==> src/rtl/bit_serial_adder_pkg.sv <==
// Shared types and constants for the bit-serial adder.
package bit_serial_adder_pkg;

  typedef enum logic [1:0] {
    IDLE = 2'd0,
    ADD  = 2'd1,
    DONE = 2'd2
  } bsa_state_t;

  localparam int unsigned BSA_DEFAULT_WIDTH = 8;

  // Bit-position counter width; a 1-bit adder still needs a 1-bit counter.
  function automatic int unsigned bsa_cnt_width(input int unsigned width);
    return (width > 1) ? $clog2(width) : 1;
  endfunction

endpackage

==> src/rtl/full_adder_bit.sv <==
// Single-bit full adder composed of two half-add stages with ORed carries.
module full_adder_bit (
  input  logic a,
  input  logic b,
  input  logic cin,
  output logic sum,
  output logic carry
);

  logic ha0_sum;
  logic ha0_carry;
  logic ha1_sum;
  logic ha1_carry;

  assign ha0_sum   = a ^ b;
  assign ha0_carry = a & b;

  assign ha1_sum   = ha0_sum ^ cin;
  assign ha1_carry = ha0_sum & cin;

  assign sum   = ha1_sum;
  assign carry = ha0_carry | ha1_carry;

endmodule

==> src/rtl/bit_serial_adder.sv <==
// LSB-first bit-serial adder: one full-add cell reused for WIDTH cycles per operation.
module bit_serial_adder
  import bit_serial_adder_pkg::*;
#(
  parameter int unsigned WIDTH = BSA_DEFAULT_WIDTH
) (
  input  logic             clk,
  input  logic             rst,
  input  logic             in_valid,
  output logic             in_ready,
  input  logic [WIDTH-1:0] a,
  input  logic [WIDTH-1:0] b,
  input  logic             cin,
  output logic             out_valid,
  input  logic             out_ready,
  output logic [WIDTH-1:0] sum,
  output logic             cout
);

  localparam int unsigned     CntW    = bsa_cnt_width(WIDTH);
  localparam logic [CntW-1:0] CntLast = CntW'(WIDTH - 1);

  bsa_state_t       state_q, state_d;
  logic [WIDTH-1:0] a_sh_q, a_sh_d;
  logic [WIDTH-1:0] b_sh_q, b_sh_d;
  logic [WIDTH-1:0] sum_sh_q, sum_sh_d;
  logic [WIDTH-1:0] sum_q, sum_d;
  logic             carry_q, carry_d;
  logic             cout_q, cout_d;
  logic [CntW-1:0]  cnt_q, cnt_d;

  logic             fa_sum;
  logic             fa_carry;
  logic [WIDTH-1:0] sum_shift;

  full_adder_bit u_full_adder_bit (
    .a     (a_sh_q[0]),
    .b     (b_sh_q[0]),
    .cin   (carry_q),
    .sum   (fa_sum),
    .carry (fa_carry)
  );

  // New sum bit enters at the MSB so the LSB-first result lands aligned after WIDTH shifts.
  assign sum_shift = (sum_sh_q >> 1) | (WIDTH'(fa_sum) << (WIDTH - 1));

  assign in_ready  = (state_q == IDLE) && !rst;
  assign out_valid = (state_q == DONE);
  assign sum       = sum_q;
  assign cout      = cout_q;

  always_comb begin
    state_d  = state_q;
    a_sh_d   = a_sh_q;
    b_sh_d   = b_sh_q;
    sum_sh_d = sum_sh_q;
    sum_d    = sum_q;
    carry_d  = carry_q;
    cout_d   = cout_q;
    cnt_d    = cnt_q;

    unique case (state_q)
      IDLE: begin
        if (in_valid) begin
          a_sh_d   = a;
          b_sh_d   = b;
          carry_d  = cin;
          cnt_d    = '0;
          sum_sh_d = '0;
          state_d  = ADD;
        end
      end

      ADD: begin
        sum_sh_d = sum_shift;
        a_sh_d   = a_sh_q >> 1;
        b_sh_d   = b_sh_q >> 1;
        carry_d  = fa_carry;
        cnt_d    = cnt_q + 1'b1;
        if (cnt_q == CntLast) begin
          // Result registers load only here so they hold their value outside DONE.
          sum_d   = sum_shift;
          cout_d  = fa_carry;
          state_d = DONE;
        end
      end

      DONE: begin
        if (out_ready) begin
          state_d = IDLE;
        end
      end

      default: begin
        state_d = IDLE;
      end
    endcase
  end

  always_ff @(posedge clk) begin
    if (rst) begin
      state_q  <= IDLE;
      a_sh_q   <= '0;
      b_sh_q   <= '0;
      sum_sh_q <= '0;
      sum_q    <= '0;
      carry_q  <= 1'b0;
      cout_q   <= 1'b0;
      cnt_q    <= '0;
    end else begin
      state_q  <= state_d;
      a_sh_q   <= a_sh_d;
      b_sh_q   <= b_sh_d;
      sum_sh_q <= sum_sh_d;
      sum_q    <= sum_d;
      carry_q  <= carry_d;
      cout_q   <= cout_d;
      cnt_q    <= cnt_d;
    end
  end

endmodule

==> config.mk <==
export PLATFORM = sky130hd
export DESIGN_NAME = bit_serial_adder
export DESIGN_NICKNAME = d
export VERILOG_FILES = /design/src/rtl/bit_serial_adder_pkg.sv /design/src/rtl/full_adder_bit.sv /design/src/rtl/bit_serial_adder.sv
export SDC_FILE = /design/constraint.sdc
export NUM_CORES = 1
export LEC_CHECK = 0
export BUFFER_PORTS_ARGS = -buffer_cell sky130_fd_sc_hd__buf_2
export CAP_MARGIN = 20
export CORE_ASPECT_RATIO = 2
export CORE_MARGIN = 4
export CORE_UTILIZATION = 40
export CTS_CLUSTER_DIAMETER = 80
export DETAILED_ROUTE_END_ITERATION = 10
export PLACE_DENSITY_LB_ADDON = 0.3
export SLEW_MARGIN = 15
export SYNTH_ARGS = -nofsm -noshare
export SYNTH_HDL_FRONTEND = slang
export SYNTH_SLANG_ARGS = --single-unit
==> constraint.sdc <==
create_clock -name clk -period 1.3 [get_ports clk]
set_clock_uncertainty 0.15 [all_clocks]
set_input_delay 0.13 -clock clk [delete_from_list [all_inputs] [get_ports clk]]
set_output_delay 0.13 -clock clk [all_outputs]
set_load 0.05 [all_outputs]
After elaboration in Yosys (flattened, before gate mapping)

Cells that the tools add are included.

Reductions and logical operators: 7
Multiplexer cells: 14
Bitwise logic cells: 6
Add/sub/neg operators: 1
Equality and inequality tests: 6

Operator list:

| cell                | number |
|---|---|
| $pmux 8 s2          | 3 |
| $mux 8              | 3 |
| $or 7x8->8          | 1 |
| $mux 2              | 3 |
| $pmux 2 s3          | 1 |
| $pmux 3 s2          | 1 |
| $ne 2x2->1 const B  | 2 |
| $reduce_and 2->1    | 2 |
| $add 3x1->3 const B | 1 |
| $eq 3x3->1 const B  | 1 |
| $mux 3              | 1 |
| $reduce_and 3->1    | 1 |
| $and 1x1->1         | 2 |
| $eq 2x1->1 const B  | 1 |
| $eq 2x2->1 const B  | 1 |
| $logic_not 2->1     | 1 |
| $ne 2x1->1 const B  | 1 |
| $pmux 1 s2          | 1 |
| $reduce_bool 2->1   | 1 |
| $xor 1x1->1         | 2 |
| $logic_and 1x1->1   | 1 |
| $logic_not 1->1     | 1 |
| $mux 1              | 1 |
| $or 1x1->1          | 1 |

Bits of input ports: 21
Logic and storage cells: 42
Register bits: 39
Output and inout bits: 11

Longest topological paths before layout

Gate-level depths: netlist (run 1).

Depth after elaboration: 4
Gate-level depth with buffers: 6
Depth with buffers taken out: 5

Modules after synthesis

A second synthesis (run 1) with hierarchy kept.

Cell total of the unflattened synthesis: 166
Area total of the unflattened synthesis: 1564.0 um^2

By module, submodules not included:

| module           | times used | area each (um^2) | sequential area each (um^2) | cells each |
|---|---|---|---|---|
| bit_serial_adder | 1          | 1544.0           | 760.7                       | 165 |
| full_adder_bit   | 1          | 20.0             | 0.0                         | 1 |

Least setup slack after synthesis (run 1)

No wires, ideal clock.

Path kind: flip-flop to output port
Start point: reg state_q[1]
End point: out in_ready
Required time: 1020 ps
Stages on the path, launching flop included: 3
Setup slack: -491 ps
Path buffers: 1
Arrival: 1511 ps
Path through: dfxtp_1 buf_6 nor3_1

Cells in the longest elaborated chain, start to end: 2

Ends and longest elaborated chain:

| what                     | line                    | RTL |
|---|---|---|
| start: declaration       | bit_serial_adder.sv:23  | `bsa_state_t state_q, state_d;` |
| start signal: assignment | bit_serial_adder.sv:111 | `state_q <= state_d;` |
| $logic_not 2->1          | bit_serial_adder.sv:47  | `assign in_ready = (state_q == IDLE) && !rst;` |
| $logic_and 1x1->1        | bit_serial_adder.sv:47  |  |
| end: declaration         | bit_serial_adder.sv:10  | `output logic in_ready,` |

No other way between the ends.

Worst setup path after layout (run 1)

Start point: reg cnt_q[0]
End point: reg sum_q[6], in the netlist sum[6]

Cells in the longest elaborated chain, start to end: 2

Ends and longest elaborated chain:

| what                       | line                    | RTL |
|---|---|---|
| start: declaration         | bit_serial_adder.sv:30  | `logic [CntW-1:0] cnt_q, cnt_d;` |
| start signal: assignment   | bit_serial_adder.sv:118 | `cnt_q <= cnt_d;` |
| $eq 3x3->1                 | bit_serial_adder.sv:80  | `if (cnt_q == CntLast) begin` |
| $reduce_and 2->1 (no line) | n/a                     |  |
| end signal: assignment     | bit_serial_adder.sv:115 | `sum_q <= sum_d;` |
| end: declaration           | bit_serial_adder.sv:27  | `logic [WIDTH-1:0] sum_q, sum_d;` |

No other way between the ends.
A chain may end at the register's enable or synchronous reset.

==> results of run 1 <==
## routing by layer
layer / global-route usage, % / vias to the layer above
li1: - / 697
met1: 17.3 / 701
met2: 32.8 / 32
met3: 4.30 / 11
met4: 8.10 / 0
met5: 0 / -
## final cells by class
cell class / count / area, um2
repair buffers: 65 / 562
well taps: 51 / 63.8
fillers: 303 / 1430
clock inverters: 3 / 45.0
inverters: 16 / 60.1
clock buffers: 5 / 68.8
multi-input cells: 98 / 797
flip-flops and latches: 38 / 773
## worst max-delay path: stages, from the launching register on
cell	delay [ns]
dfxtp_2	0.34
ha_4	0.16
ha_4	0.16
nand3b_1	0.18
buf_6	0.18
nand2_1	0.07
a21oi_2	0.12
## cells in the mapped netlist, types with 2 or more instances
| library cell | count | area [um2] |
|---|---|---|
| buf_2 | 3 | 15.0 |
| mux2i_1 | 2 | 20.0 |
| buf_6 | 6 | 67.6 |
| dfxtp_1 | 38 | 761 |
| nor2_1 | 14 | 52.6 |
| a21oi_1 | 25 | 125 |
| clkbuf_1 | 4 | 15.0 |
| nand2_1 | 10 | 37.5 |
| ha_1 | 2 | 25.0 |
| nor3_1 | 2 | 10.0 |
| o221a_2 | 15 | 169 |
| inv_1 | 16 | 60.1 |
| a22oi_1 | 11 | 82.6 |
| nand3_1 | 9 | 45.0 |
## power breakdown
part	internal, mW	switching (mW)	leakage (nW)
registers	1.22	0.0418	0.314
logic	0.214	0.173	0.569
clock network	0.571	0.439	0.0504
## worst max path at each step
stage | from | end | slack [ns]
2_1_floorplan | state_q[1] | in_ready | -0.07
5_1_grt | cnt_q[0] | sum[3] | -0.15
3_5_place_dp | state_q[0] | b_sh_q[3] | -0.18
6_report | cnt_q[0] | sum[6] | -0.12
4_1_cts | cnt_q[1] | sum[7] | -0.11
3_3_place_gp | state_q[0] | a_sh_q[0] | -0.11
## state kept, by name, indices dropped and copies added (netlist names)
name / flops
b_sh_q: 8
cout: 1
carry_q: 1
a_sh_q: 8
cnt_q: 3
sum: 8
state_q: 2
sum_sh_q: 7
## logic make-up (layout without fill, tap and decap cells)
logic type               after synthesis  count (layout)
buffers and inverters                 30              89
flip-flops                            38              38
AND/OR/NAND/NOR                       41              41
multiplexers                           2               2
adder cells (fa/ha/maj)                3               3
AO/OA/AOI/OAI                         52              52
## repair_timing
action                     CTS  global route
gates resized for setup     31            21
buffers inserted             3             1
hold endpoints to repair    18             0
pin swaps                    8             9
setup endpoints to repair   39            40
hold buffers                18             0
gates cloned                 1             0
==> flow_summary.json, run 1 <==
{
  "status": "finished, violations left",
  "failed_checks": "setup timing",
  "route.met2.wl_um": 2280,
  "dp_cells": 245,
  "cp-end-kind": "flop",
  "cts.clk_slew.worst_paths_ns": 0.08,
  "wire_per_inst_um": 14.9,
  "finalCritPeriodShare_pct": 109,
  "antenna_left": 0,
  "rows": 32,
  "design_area_mm2": 0.00237,
  "finalNonFillerCells": 276,
  "synth_flop_cell": "dfxtp_1",
  "gp_congestion": 0.774,
  "synth_seq_cells": 38,
  "postLayoutCoreUtil_pct": 62.3,
  "final_common_cell": "dfxtp_1",
  "finalSetupViolCount": 15,
  "synth_adder_area_share_pct": 2.87,
  "num-nets-final": 248,
  "cap_violations": 0,
  "syn_avg_cell_area_um2": 9.44,
  "n_antenna_cell": 0,
  "cts-root-buf": "clkbuf_8",
  "die_y_um": 96.5,
  "drt_iter0_markers": 31,
  "synth_fp_nets": 190,
  "ys_warn_count": 0,
  "grt_max_degree": 23,
  "fmax_ghz": 0.706,
  "die_w_um": 52.3,
  "place_hpwl_um": 2580,
  "rr_startpoint": "cnt_q[0]",
  "drt_pass1_iterations": 5,
  "cts_tree": "built",
  "numPortBuffers": 31,
  "start_kind": "flop",
  "rsz0062_at_grt": "yes",
  "clk_path_buf_depth": 2,
  "final.setup.worst_slack_ns": -0.117,
  "r2r_cells": 6,
  "worstHoldStart": "in_valid",
  "routed_via_density": 5.22,
  "final_cell_mix": "dfxtp_1 (32), buf_2 (29), dlygate4sd3_1 (18)",
  "period_minus_slack_ns": 1.42,
  "grt_pass1_vias": 1460,
  "synth_cell_types": 23,
  "layout-drive-gt1-share_pct": 47.6,
  "slew_violations": 0,
  "muxShareOfSynthArea_pct": 1.28,
  "drc_errors": 0,
  "worst_pin_slew_ns": 0.352,
  "synth_enable_flop_cells": 0,
  "grtUsageTotal_pct": 17.5,
  "yosys.area_share.xor_xnor_pct": 0,
  "cts_sinks": 38,
  "p_per_area_mw_per_mm2": 1120,
  "dr_wl_met3_um": 150,
  "cp.required_ns": 1.39,
  "area_growth_pct": 51.2,
  "relSlewSlack_pct": 76.6,
  "pre_cts_ws_ns": -0.184,
  "worstSetupPathType": "flop to flop",
  "start_util_pct": 41.2,
  "cts.htree.levels": 2,
  "hold_violations": 0,
  "fin_tns_setup_ns": -1.08,
  "worstPathArrival_ns": 1.50,
  "rrSetupSlack_ns": -0.12,
  "coreArea_mm2": 0.00380,
  "overflow": 0,
  "top_layer_used": "met4",
  "grt_pass1_wl_um": 6490,
  "antenna_found_initial": 0,
  "synth_compound_area_share_pct": 24.5,
  "hp-class": "input pin to flop",
  "vdd_ir_drop_max_uv": 778,
  "synth_top_family_by_area": "compound AO/OA/AOI/OAI gates",
  "fin_total_pwr_mw": 2.66,
  "io_pins": 32,
  "cts_buffers": 5,
  "hold_ws_ns": 0.0429,
  "crit_fanout": 5,
  "wirelength_um": 4120,
  "worstHoldEndpoint": "state_q[0]",
  "r2r_end": "sum[6]",
  "hold-path-cell-count": 3,
  "placed_cell_area_mm2": 0.00184,
  "die_area_mm2": 0.00505,
  "p_leak_nw": 0.933,
  "synthCells": 166,
  "vias": 1441,
  "synth-seq-area-share_pct": 48.5,
  "synth_area_mm2": 0.00157,
  "synth-simple-area-share_pct": 12.3,
  "wl_met1_um": 1570,
  "clk_latency_ns": 0.30,
  "async_flop_share_pct": 0
}
(Power assumes the default switching activity.)
==> inputs of run 2 (changes only) <==
Settings changed: SKIP_LAST_GASP set to 1.
Clock period 1.3 ns to 1.24 ns, I/O delays scaled along.
==> run 2 against run 1 <==
Compared with the run above: the flow still finishes with violations (setup timing); fmax is 2.7% lower; setup slack worse by 0.099 ns; die area stayed put; final cell count is 3.6% higher; core utilization is 4.8 points higher; sequential share of layout area is 2.4 points lower; largest cell class unchanged.
==> flow_summary.json, run 2 (same netlist as run 1, synthesis figures left out) <==
{
  "status": "finished, violations left",
  "failed_checks": "setup timing",
  "hold_ws_ns": 0.0684,
  "r2r_cells": 6,
  "slew_violations": 0,
  "worstPathArrival_ns": 1.56,
  "area_growth_pct": 62.8,
  "cts_tree": "built",
  "cts.clk_slew.worst_paths_ns": 0.08,
  "hold_violations": 0,
  "seq_area_um2": 772,
  "drc_errors": 0,
  "cts_sinks": 38,
  "worst_pin_slew_ns": 0.726,
  "antenna_left": 0,
  "layout-drive-gt1-share_pct": 51.3,
  "rsz0062_at_grt": "yes",
  "cts_buffers": 5,
  "overflow": 0,
  "die_area_mm2": 0.00505,
  "clk_latency_ns": 0.31,
  "gp_congestion": 0.756,
  "fin_total_pwr_mw": 2.92,
  "numPortBuffers": 31,
  "multi_input_area_um2": 850,
  "wirelength_um": 4800,
  "coreArea_mm2": 0.00380,
  "wire_per_inst_um": 16.8,
  "finalCritPeriodShare_pct": 117,
  "num-nets-final": 257,
  "drt_pass1_iterations": 4,
  "hold-path-cell-count": 3,
  "drt_iter0_markers": 33,
  "die_w_um": 52.3,
  "final_cell_mix": "dfxtp_1 (33), buf_2 (30), dlygate4sd3_1 (18)",
  "fin_tns_setup_ns": -6.05,
  "place_hpwl_um": 2630,
  "vdd_ir_drop_max_uv": 810,
  "final_common_cell": "dfxtp_1",
  "grt_max_degree": 26,
  "grt_pass1_vias": 1472,
  "crit_fanout": 6,
  "clk_path_buf_depth": 2,
  "postLayoutCoreUtil_pct": 67.1,
  "cp-end-kind": "flop",
  "start_util_pct": 41.2,
  "p_per_area_mw_per_mm2": 1140,
  "cts-root-buf": "clkbuf_8",
  "rows": 32,
  "die_y_um": 96.5,
  "io_pins": 32,
  "cts.htree.levels": 2,
  "cap_violations": 0,
  "fmax_ghz": 0.687,
  "cp.required_ns": 1.35,
  "fillCellCount": 291,
  "hp-class": "input pin to flop",
  "final.setup.worst_slack_ns": -0.216,
  "start_kind": "flop",
  "grtUsageTotal_pct": 17.8,
  "routed_via_density": 5.21,
  "grt_pass1_wl_um": 6530,
  "vias": 1490,
  "antenna_found_initial": 1,
  "relSlewSlack_pct": 51.6,
  "period_minus_slack_ns": 1.46,
  "worstSetupPathType": "flop to flop",
  "p_leak_nw": 1.01,
  "finalSetupViolCount": 40
}
-- run 2: final cells by class --
class / instances / share of cell area (%)
clock buffers: 5 / 2.70
diodes: 1 / 0.0980
inverters: 16 / 2.35
clock inverters: 3 / 1.76
flip-flops and latches: 38 / 30.2
multi-input cells: 98 / 33.3
well taps: 51 / 2.50
repair buffers: 74 / 27.1
-- run 2: final timing paths --
check                   from         end  slack [ns]
hold / removal      in_valid  state_q[0]        0.07
setup reg to reg  state_q[0]   b_sh_q[3]       -0.22
setup / recovery  state_q[0]   b_sh_q[3]       -0.22
hold reg to reg       sum[4]      sum[4]        0.31
-- run 2: critical path, stage by stage, from the launching register on --
cell	delay (ns)
dfxtp_4	0.36
buf_6	0.13
nor2b_4	0.13
buf_12	0.14
clkbuf_16	0.16
a21oi_2	0.14
o221a_2	0.19
-- run 2: metrics by stage --
step,std cells,instance area [um2],setup slack (ns)
2_1_floorplan,166,1630,-0.0452
3_3_place_gp,247,1880,-0.182
3_5_place_dp,247,1880,-0.248
4_1_cts,280,2350,-0.161
5_1_grt,286,2550,-0.247
6_report,286,2550,-0.216
-- run 2: per-layer routing --
| layer | share of wire, % | up-vias | track usage [%] |
|---|---|---|---|
| met5 | 0 | - | 0 |
| met3 | 3.3 | 7 | 4.30 |
| met1 | 35 | 736 | 17.4 |
| met2 | 60 | 28 | 33.0 |
| li1 | - | 719 | - |
| met4 | 1.9 | 0 | 9.59 |
-- run 2: repair_timing --
item,in CTS,in global routing
hold endpoints to repair,18,0
hold buffers,18,0
setup endpoints to repair,40,40
setup buffers,5,3
pin swaps,3,14
gates resized for setup,28,23
gates cloned,2,3
-- run 2: where the power goes --
group          switching (mW)  internal [mW]
logic                   0.235          0.274
registers              0.0430           1.28
clock network           0.492          0.598
==> inputs of run 3 (changes only) <==
Settings changed: ABC_AREA set to 1, SKIP_CTS_REPAIR_TIMING set to 1.
==> run 3 against run 2 <==
Compared with the run above: the run ends with hold timing, setup timing left; die area grew 12%; fmax grew 3.9%; flip-flop and latch count is the same; sequential power is essentially flat; clock power shrank 4%; critical path depth shrank 3; global-route usage shrank 3.9 points; wire length shrank 7.7%; non-clock buffer count shrank 17; final cell count grew 36%; via count grew 19%; largest cell class unchanged.
==> flow_summary.json, run 3 <==
{
  "vias": 1773,
  "place_hpwl_um": 2680,
  "synth_seq_cells": 38,
  "cp-end-kind": "primary output",
  "coreArea_mm2": 0.00434,
  "crit_chain": "buf_6, nor3_4, buf_6",
  "hp-class": "input pin to flop",
  "combPwrFrac_pct": 18.8,
  "p_sw_uw": 782,
  "status": "finished, violations left",
  "grt_pass1_vias": 1466,
  "p_leak_nw": 1.32,
  "cp_top_family": "flip-flops",
  "clk_latency_ns": 0.29,
  "failed_checks": "hold timing, setup timing",
  "wirelength_um": 4430,
  "fmax_ghz": 0.714,
  "critPathSlowestCell": "dfxtp_4",
  "p_per_area_mw_per_mm2": 1110,
  "period_minus_slack_ns": 1.40,
  "vdd_ir_drop_max_uv": 876,
  "muxShareOfSynthArea_pct": 0,
  "num-nets-final": 358,
  "critPathMaxStageDelay_ns": 0.37,
  "clk_path_buf_depth": 2,
  "io_pins": 32,
  "synth-seq-area-share_pct": 42.6,
  "p_clk_share_pct": 36.1,
  "synth_flop_cell": "dfxtp_1",
  "drt_iter0_markers": 43,
  "cts.clk_slew.worst_paths_ns": 0.08,
  "path_buf_inv": 2,
  "antenna_found_initial": 0,
  "cts-root-buf": "clkbuf_8",
  "postLayoutCoreUtil_pct": 60.2,
  "final.setup.worst_slack_ns": -0.162,
  "design_area_mm2": 0.00261,
  "yosys.area_share.xor_xnor_pct": 0,
  "start_kind": "flop",
  "routed_via_density": 4.56,
  "antenna_left": 0,
  "crit_top_cell": "buf_6",
  "cap_violations": 0,
  "final_cell_mix": "nand2_1 (83), inv_1 (52), dfxtp_1 (33)",
  "p_int_mw": 2.13,
  "synth_top_family_by_area": "simple AND/OR/NAND/NOR gates",
  "numPortBuffers": 31,
  "synth.most_common_cell": "nand2_1",
  "fin_total_pwr_mw": 2.91,
  "worst_pin_slew_ns": 0.325,
  "cts_tree": "built",
  "crit_fanout": 4,
  "wire_per_inst_um": 11.4,
  "ys_warn_count": 0,
  "final_common_cell": "nand2_1",
  "overflow": 0,
  "async_flop_share_pct": 0,
  "pwr-share-seq_pct": 45.1,
  "grt_max_degree": 24,
  "drc_errors": 0,
  "cts_buffers": 5,
  "die_w_um": 55.3,
  "netlist.area_leader.share_pct": 42.6,
  "slew_violations": 0,
  "layout-drive-gt1-share_pct": 31.3,
  "start_util_pct": 41.2,
  "n_antenna_cell": 0,
  "swShare_pct": 26.9,
  "cts_sinks": 38,
  "synth_cell_types": 18,
  "synthCells": 282,
  "fillCellCount": 440,
  "ys_top_cells_by_area": "dfxtp_1 (43%), nand2_1 (22%), inv_1 (11%)",
  "grtUsageTotal_pct": 13.8,
  "drt_pass1_iterations": 4,
  "synth_enable_flop_cells": 0,
  "finalCritPeriodShare_pct": 113,
  "yosys-top-cells-count": "nand2_1 (107), inv_1 (53), dfxtp_1 (38)",
  "relSlewSlack_pct": 78.2,
  "worstSetupPathType": "flop to primary output",
  "die_area_mm2": 0.00566,
  "rows": 34,
  "cp.required_ns": 0.97,
  "worstPathArrival_ns": 1.13,
  "synth_compound_area_share_pct": 8.61,
  "synth_area_mm2": 0.00179,
  "hold_violations": 2,
  "synth_fp_nets": 306,
  "yosys.area.top_type": "dfxtp_1",
  "synth_adder_area_share_pct": 2.52,
  "rsz0062_at_grt": "yes",
  "area_growth_pct": 46.1,
  "hold_ws_ns": -0.00576,
  "die_y_um": 103,
  "placed_cell_area_mm2": 0.00212,
  "finalSetupViolCount": 39,
  "syn_avg_cell_area_um2": 6.34,
  "grt_pass1_wl_um": 6270,
  "cts.htree.levels": 2,
  "synth-simple-area-share_pct": 31.3,
  "gp_congestion": 0.735
}
-- run 3: cell types whose count changed after synthesis, sizes merged, moves of 2 or more --
| cell | change |
|---|---|
| o21ai | +3 |
| a21oi | +2 |
| nand2 | +98 |
| nand3 | -7 |
| nor2b | -2 |
| nor2 | +18 |
| o221a | -15 |
| a22oi | -11 |
| inv | +38 |
| mux2i | -2 |
-- run 3: metal layers --
layer | vias up | track usage (%) | routed length (um)
li1 | 925 | - | -
met1 | 801 | 13.4 | 1630
met2 | 38 | 27.4 | 2540
met3 | 9 | 2.63 | 137
met4 | 0 | 6.74 | 120
met5 | - | 0 | 0
-- run 3: metrics by stage --
step | hold slack [ns] | cells | setup TNS (ns) | setup slack [ns]
after floorplan | 0.138 | 282 | -0.124 | -0.0883
after global placement | 0.223 | 367 | -0.290 | -0.0578
after detailed placement | 0.229 | 367 | -0.822 | -0.0673
after CTS | -0.0844 | 375 | -2.05 | -0.335
after global routing | 0.00860 | 389 | -5.92 | -0.215
final | -0.00576 | 389 | -3.73 | -0.162
-- run 3: path summary, 6_finish.rpt --
| kind | start | end | slack [ns] | cells past startpoint |
|---|---|---|---|---|
| max reg2reg | state_q[0] | a_sh_q[0] | -0.12 | 7 |
| min | a[3] | a_sh_q[3] | -0.006 | 5 |
| max | state_q[1] | in_ready | -0.16 | 3 |
| min reg2reg | sum_sh_q[1] | sum_sh_q[1] | 0.31 | 2 |
-- run 3: worst min-delay path, stage by stage --
cell	delay [ns]
buf_2	0.07
inv_1	0.03
nand2_1	0.05
a21oi_1	0.05
nor2_1	0.08
-- run 3: kinds of logic (layout without fill, tap and decap cells) --
logic type	after synthesis	in the layout
flip-flops	38	38
AO/OA/AOI/OAI	30	30
buffers and inverters	67	120
adder cells (fa/ha/maj)	3	3
AND/OR/NAND/NOR	144	144
-- run 3: final cells by class --
type	count	area, um2	area share [%]
sequential	38	772	29.6
timing repair buffer	57	513	19.6
inverter	55	206	7.91
clock inverter	3	40.0	1.53
tap	54	67.6	2.59
clock buffer	5	68.8	2.64
multi-input combinational	177	943	36.1
-- run 3: power groups by stage --
| stage | Combinational (mW) | Sequential (mW) | Clock, mW |
|---|---|---|---|
| floorplan | 0.266 | 1.33 | 0 |
| global placement | 0.378 | 1.34 | 0 |
| detailed placement | 0.383 | 1.34 | 0 |
| CTS | 0.384 | 1.31 | 1.06 |
| global route | 0.616 | 1.32 | 1.12 |
| finish | 0.548 | 1.31 | 1.05 |
